## src/rtl/freq_meas_pkg.sv

```systemverilog
// freq_meas_pkg: shared state encoding and BCD digit type for the gated frequency meter.
// Rev 1.0
`default_nettype none

package freq_meas_pkg;

   typedef enum logic [1:0] {
      WARMUP = 2'd0,
      CLEAR  = 2'd1,
      GATE   = 2'd2,
      LATCH  = 2'd3
   } meas_state_t;

   typedef logic [3:0] bcd_digit_t;

   localparam bcd_digit_t BCD_MAX = 4'd9;

endpackage

`default_nettype wire

```

## src/rtl/bcd_chain.sv

```systemverilog
// bcd_chain: cascaded BCD counter with synchronous clear, increment enable and top carry out.
// Rev 1.0
`default_nettype none

module bcd_chain
   import freq_meas_pkg::*;
#(
   parameter int DIGITS = 6
)
(
   input  logic                  clk,
   input  logic                  rst,
   input  logic                  i_clear,
   input  logic                  i_inc,
   output logic [4*DIGITS-1:0]   o_bcd,
   output logic                  o_carry
);

   logic [DIGITS-1:0] w_nine;
   logic [DIGITS:0]   w_en;

   // Each digit advances only when every lower digit is wrapping in the same cycle.
   always_comb begin
      w_en    = '0;
      w_en[0] = i_inc;
      for (int d = 1; d <= DIGITS; d++) begin
         w_en[d] = w_en[d-1] && w_nine[d-1];
      end
   end

   generate
      for (genvar d = 0; d < DIGITS; d++) begin : g_digit
         bcd_digit_t r_digit;

         always_ff @(posedge clk) begin
            if (rst || i_clear) begin
               r_digit <= '0;
            end else if (w_en[d]) begin
               r_digit <= (r_digit == BCD_MAX) ? 4'd0 : r_digit + 4'd1;
            end
         end

         assign w_nine[d]        = (r_digit == BCD_MAX);
         assign o_bcd[4*d +: 4]  = r_digit;
      end
   endgenerate

   assign o_carry = w_en[DIGITS];

endmodule

`default_nettype wire

```

## src/rtl/freq_gate_measure.sv

```systemverilog
// freq_gate_measure: counts synchronised rising edges of signal_in over a fixed gate window
// and hands the latched BCD result downstream over valid/ready.  Rev 1.0
`default_nettype none

module freq_gate_measure
   import freq_meas_pkg::*;
#(
   parameter int DIGITS      = 6,
   parameter int GATE_CYCLES = 1_000_000,
   parameter int SYNC_STAGES = 2
)
(
   input  logic                  clk_in,
   input  logic                  reset_in,
   input  logic                  signal_in,
   output logic [4*DIGITS-1:0]   result_out,
   output logic                  overflow_out,
   output logic                  valid_out,
   input  logic                  ready_in,
   output logic                  overrun_out,
   output logic                  gate_active_out
);

   localparam int                  TIMER_W    = $clog2(GATE_CYCLES);
   localparam int                  WARM_W     = $clog2(SYNC_STAGES + 1);
   localparam logic [TIMER_W-1:0]  TIMER_LAST = TIMER_W'(GATE_CYCLES - 1);
   localparam logic [WARM_W-1:0]   WARM_LAST  = WARM_W'(SYNC_STAGES);

   meas_state_t               r_state;
   logic [WARM_W-1:0]         r_warm;
   logic [TIMER_W-1:0]        r_timer;
   logic [SYNC_STAGES-1:0]    r_sync;
   logic                      r_prev;
   logic                      r_sticky_ovf;
   logic                      r_gate_active;
   logic [4*DIGITS-1:0]       r_result;
   logic                      r_overflow;
   logic                      r_valid;
   logic                      r_overrun;

   logic                      w_edge;
   logic                      w_inc;
   logic                      w_clear;
   logic [4*DIGITS-1:0]       w_chain;
   logic                      w_carry;

   assign w_edge  = r_sync[SYNC_STAGES-1] && !r_prev;
   assign w_inc   = (r_state == GATE) && w_edge;
   assign w_clear = (r_state == CLEAR);

   always_ff @(posedge clk_in) begin
      if (reset_in) begin
         r_sync <= '0;
         r_prev <= 1'b0;
      end else begin
         r_sync <= {r_sync[SYNC_STAGES-2:0], signal_in};
         r_prev <= r_sync[SYNC_STAGES-1];
      end
   end

   bcd_chain #(
      .DIGITS  (DIGITS)
   ) u_chain (
      .clk     (clk_in),
      .rst     (reset_in),
      .i_clear (w_clear),
      .i_inc   (w_inc),
      .o_bcd   (w_chain),
      .o_carry (w_carry)
   );

   always_ff @(posedge clk_in) begin
      if (reset_in) begin
         r_state       <= WARMUP;
         r_warm        <= '0;
         r_timer       <= '0;
         r_gate_active <= 1'b0;
      end else begin
         case (r_state)
            WARMUP: begin
               if (r_warm == WARM_LAST) begin
                  r_state <= CLEAR;
               end else begin
                  r_warm <= r_warm + WARM_W'(1);
               end
            end
            CLEAR: begin
               r_timer       <= '0;
               r_state       <= GATE;
               r_gate_active <= 1'b1;
            end
            GATE: begin
               if (r_timer == TIMER_LAST) begin
                  r_state       <= LATCH;
                  r_gate_active <= 1'b0;
               end else begin
                  r_timer <= r_timer + TIMER_W'(1);
               end
            end
            LATCH: begin
               r_state <= CLEAR;
            end
            default: begin
               r_state <= WARMUP;
            end
         endcase
      end
   end

   always_ff @(posedge clk_in) begin
      if (reset_in || w_clear) begin
         r_sticky_ovf <= 1'b0;
      end else if (w_carry) begin
         r_sticky_ovf <= 1'b1;
      end
   end

   // A LATCH coinciding with a handshake keeps valid high with the fresh result.
   always_ff @(posedge clk_in) begin
      if (reset_in) begin
         r_result   <= '0;
         r_overflow <= 1'b0;
         r_valid    <= 1'b0;
         r_overrun  <= 1'b0;
      end else begin
         r_overrun <= 1'b0;
         if (r_state == LATCH) begin
            r_result   <= w_chain;
            r_overflow <= r_sticky_ovf;
            r_valid    <= 1'b1;
            r_overrun  <= r_valid && !ready_in;
         end else if (r_valid && ready_in) begin
            r_valid <= 1'b0;
         end
      end
   end

   assign result_out      = r_result;
   assign overflow_out    = r_overflow;
   assign valid_out       = r_valid;
   assign overrun_out     = r_overrun;
   assign gate_active_out = r_gate_active;

endmodule

`default_nettype wire

```

## config.mk

```make
export PLATFORM = sky130hd
export DESIGN_NAME = freq_gate_measure
export DESIGN_NICKNAME = d
export VERILOG_FILES = /design/src/rtl/freq_meas_pkg.sv /design/src/rtl/bcd_chain.sv /design/src/rtl/freq_gate_measure.sv
export SDC_FILE = /design/constraint.sdc
export NUM_CORES = 1
export LEC_CHECK = 0
export ABC_CLOCK_PERIOD_IN_PS = 2900
export BUFFER_PORTS_ARGS = -buffer_cell sky130_fd_sc_hd__buf_2
export CORE_ASPECT_RATIO = 1.1
export CORE_MARGIN = 1
export CORE_UTILIZATION = 45
export CTS_BUF_LIST = sky130_fd_sc_hd__clkbuf_16
export CTS_CLUSTER_SIZE = 40
export DETAILED_ROUTE_END_ITERATION = 12
export PLACE_DENSITY_LB_ADDON = 0.2
export REMOVE_ABC_BUFFERS = 1
export SYNTH_ARGS = -nofsm -noshare
export SYNTH_HDL_FRONTEND = slang
export SYNTH_HIERARCHICAL = 1
export SYNTH_SLANG_ARGS = --single-unit
```

## constraint.sdc

```tcl
create_clock -name clk_in -period 2.9 [get_ports clk_in]
set_input_delay 0.29 -clock clk_in [delete_from_list [all_inputs] [get_ports clk_in]]
set_output_delay 0.29 -clock clk_in [all_outputs]
set_load 0.03 [all_outputs]
```

==> summary.txt <==
Clocking
  • Later-pin clock latency in the skew report: 0.34 ns
  • Clock tree from TritonCTS: done
  • Buffer count from post-CTS setup fixing: 0
  • CTS sink count: 80
  • Clock-pin slew on the worst setup and hold paths: around 0.06 ns
  • Max H-tree Level: 3
  • Number of buffers added by the clock tree synthesis step: 9
  • Root buffer cell: clkbuf_16
  • Post-CTS Hold Fix Bufs: 0
  • Buffer depth of the longest clock path: 2
  • Gates resized, CTS repair: 0

GRT
  • Aggregate global routing overflow: 0
  • Antenna violations before repair: 0
  • First-pass GRT wire length: 13300 um
  • Largest net degree at the start of global routing: 29
  • GRT Total Usage: 0.197
  • Number of global-route vias before repair: about 2.9k

STA
  • Timing-limited maximum frequency: around 460 MHz
  • Fin crit period: 2.16 ns
  • Slew Viols, Final: 0
  • Final Hold Vio Count: 0
  • Clock tree skew after final layout: around 0.007 ns
  • Tightest slew margin relative to the limit: 0.696
  • Sum of negative setup slack: 0 ns
  • Final setup violation count: 0
  • Measured slew at the worst slew-check pin: about 0.46 ns
  • Final cycle utilization of the critical path: 0.743
  • RSZ-0062 raised after global routing: false

Routing
  • Antenna-violating nets left: 0
  • Via-to-Cell Ratio: 5.52
  • Iteration-0 DRC count of the detailed router: 109
  • Per-cell routed wire length: 14.0 um
  • Final wirelength: roughly 7700 um
  • Number of optimization iterations in the first detailed-route pass: 4
  • Remaining routing DRC violations: 0
  • Via count: a little over 3k

Synth
  • Number of warnings printed during yosys synthesis: 6
  • Post-synth ARST share: 0
  • Share of synthesized area occupied by flip-flops and latches: 0.432
  • Library cell occupying the most area in the post-synthesis netlist: dfxtp_1
  • Post-synth EDFFs: 0
  • Number of distinct standard cells referenced by the synthesized netlist: 63
  • Avg Inst Size Synth: a little over 9 sq um
  • Area share of the largest cell type after synthesis: 0.432
  • Count of state elements after synthesis: 80
  • Cells after Synth: between 400 and 500
  • Largest cells by area after synthesis: dfxtp_1 (43%), mux2i_1 (7.3%), nor2_1 (5.5%), nor2b_1 (2.7%), nand3_1 (2.4%)
  • Netlist area before placement: about 3700 sq um
  • Synth Flop Type: dfxtp_1

Cells and area
  • Antenna Cells: 0
  • Commonest cells after routing, fill and taps aside: dfxtp_1 (80), nor2_1 (54), buf_2 (31), mux2i_1 (27), nand2_1 (24)
  • Fraction of layout instances using a drive strength above 1: 0.152
  • Number of nets at the end of the flow: ~450
  • Synth-to-layout area growth: 15.1%
  • Most common cell after layout, fill and taps aside: dfxtp_1

Worst setup path
  • Worst Path Max Fanout: 10
  • Element type at the critical path end: flip-flop
  • Worst Path Arrival: between 2 and 2.5 ns
  • Required time of the worst setup path: between 3 and 4 ns
  • Element type at the critical path start: flip-flop
  • Startpoint-to-endpoint class of the critical path: flip-flop to flip-flop

Min path
  • Worst hold-check path type: primary input to flip-flop

Floorplan
  • Initial Utilization: 0.466
  • Core Box Area: ~8000 sq um
  • Die area: 8610 sq um
  • Placement Rows: 34
  • Ports: 32
  • Die height: about 97 um
  • Die W: around 89 um

Pwr
  • Maximum vdd drop: ~0.00035 V
  • PwrDens: 647 nW/um^2
  • Reported leakage power: about 1.6 nW
  • Power, Total: around 2.8 mW

Placement
  • Routability congestion estimate: around 0.8
  • Count of input and output buffers: 31
  • DPL Wire Length: 5220 um

Job
  • Max Cap Viol: 0

Status
  • Status: complete, no violations
==> power breakdown <==
group	internal (mW)	switching (mW)
registers	1.13	0.0240
logic	0.153	0.268
clock network	0.745	0.438
total	2.03	0.730
==> per-stage QoR <==
step                instance area, sq um  std cells  hold WS, ns   util  setup WS (ns)
CTS                                 4270        550        0.167  0.537          0.731
floorplan                           3640        391        0.359      -          0.546
global route                        4270        550        0.187  0.537          0.475
global placement                    3960        534        0.432  0.497          0.835
finish                              4270        550        0.169  0.537          0.744
detailed placement                  3960        534        0.428  0.497          0.750
==> layer usage <==
layer / vias up / track usage / share of wire
met1: 1451 / 0.237 / 0.46
met5: - / 0 / 0
li1: 1544 / - / -
met4: 0 / 0.0856 / 0.015
met3: 9 / 0.0408 / 0.021
met2: 31 / 0.334 / 0.50
==> final cells by class <==
class | count | area (sq um)
sequential | 80 | 1600
multi-input combinational | 299 | 1990
timing repair buffer | 35 | 185
clock buffer | 9 | 225
fill | 769 | 3690
clock inverter | 7 | 87.6
tap | 108 | 135
inverter | 12 | 45.0
==> cell usage after synthesis (all sizes together), types with 3 or more instances <==
cell / number
or3: 6
ha: 7
or4: 5
or2: 3
and2: 4
nand2b: 3
a31oi: 6
and4bb: 5
and4: 4
nor4b: 3
a21oi: 18
o41ai: 3
o31ai: 9
mux2i: 27
xnor2: 7
inv: 12
clkbuf: 10
nand3: 19
nor2: 55
nand2: 25
o311ai: 4
nor3b: 5
nor2b: 16
o21ai: 14
mux2: 4
nor3: 7
nand4: 12
a211o: 3
dfxtp: 80
buf: 7
==> worst paths after layout <==
kind                                               from  slack [ns]                                    endpoint  cells past startpoint
worst max-delay path            r_state[0]$_SDFFE_PP0P_        0.74  u_chain/g_digit[4].r_digit[3]$_SDFFE_PP0N_                      7
worst min-delay path                          signal_in        0.17                        r_sync[0]$_SDFF_PP0_                      2
worst max register to register  r_state[0]$_SDFFE_PP0P_        0.74  u_chain/g_digit[4].r_digit[3]$_SDFFE_PP0N_                      7
worst min register to register     r_sync[0]$_SDFF_PP0_        0.44                        r_sync[1]$_SDFF_PP0_                      1
==> registers in the layout, indices dropped and copies added (netlist names) <==
register and cells:
gate_active_out 1, overflow_out 1, overrun_out 1, r_prev 1, r_state 2, r_sticky_ovf 1, r_sync 2, r_timer 20
r_warm 2, result_out 24, u_chain/g_digit.r_digit 24, valid_out 1
==> logic make-up (layout without fill, tap and decap cells) <==
kind of cell / after synthesis / after routing / synth area share
AOI/OAI and AO/OA: 66 / 66 / 0.117
xor gates and xnor gates: 9 / 9 / 0.0212
adders and majority gates: 7 / 7 / 0.0236
buffers and inverters: 29 / 63 / 0.0320
DFF: 80 / 80 / 0.432
muxes: 31 / 31 / 0.0850
and+or+nand+nor: 186 / 186 / 0.290
==> critical path, stage by stage (launching register included) <==
cell	delay, ns
dfxtp_1	0.33
inv_1	0.11
ha_1	0.17
and3b_1	0.22
and2_1	0.39
nand4_4	0.19
or4_1	0.50
a31oi_1	0.16
Power figures use the tool's default switching activity.
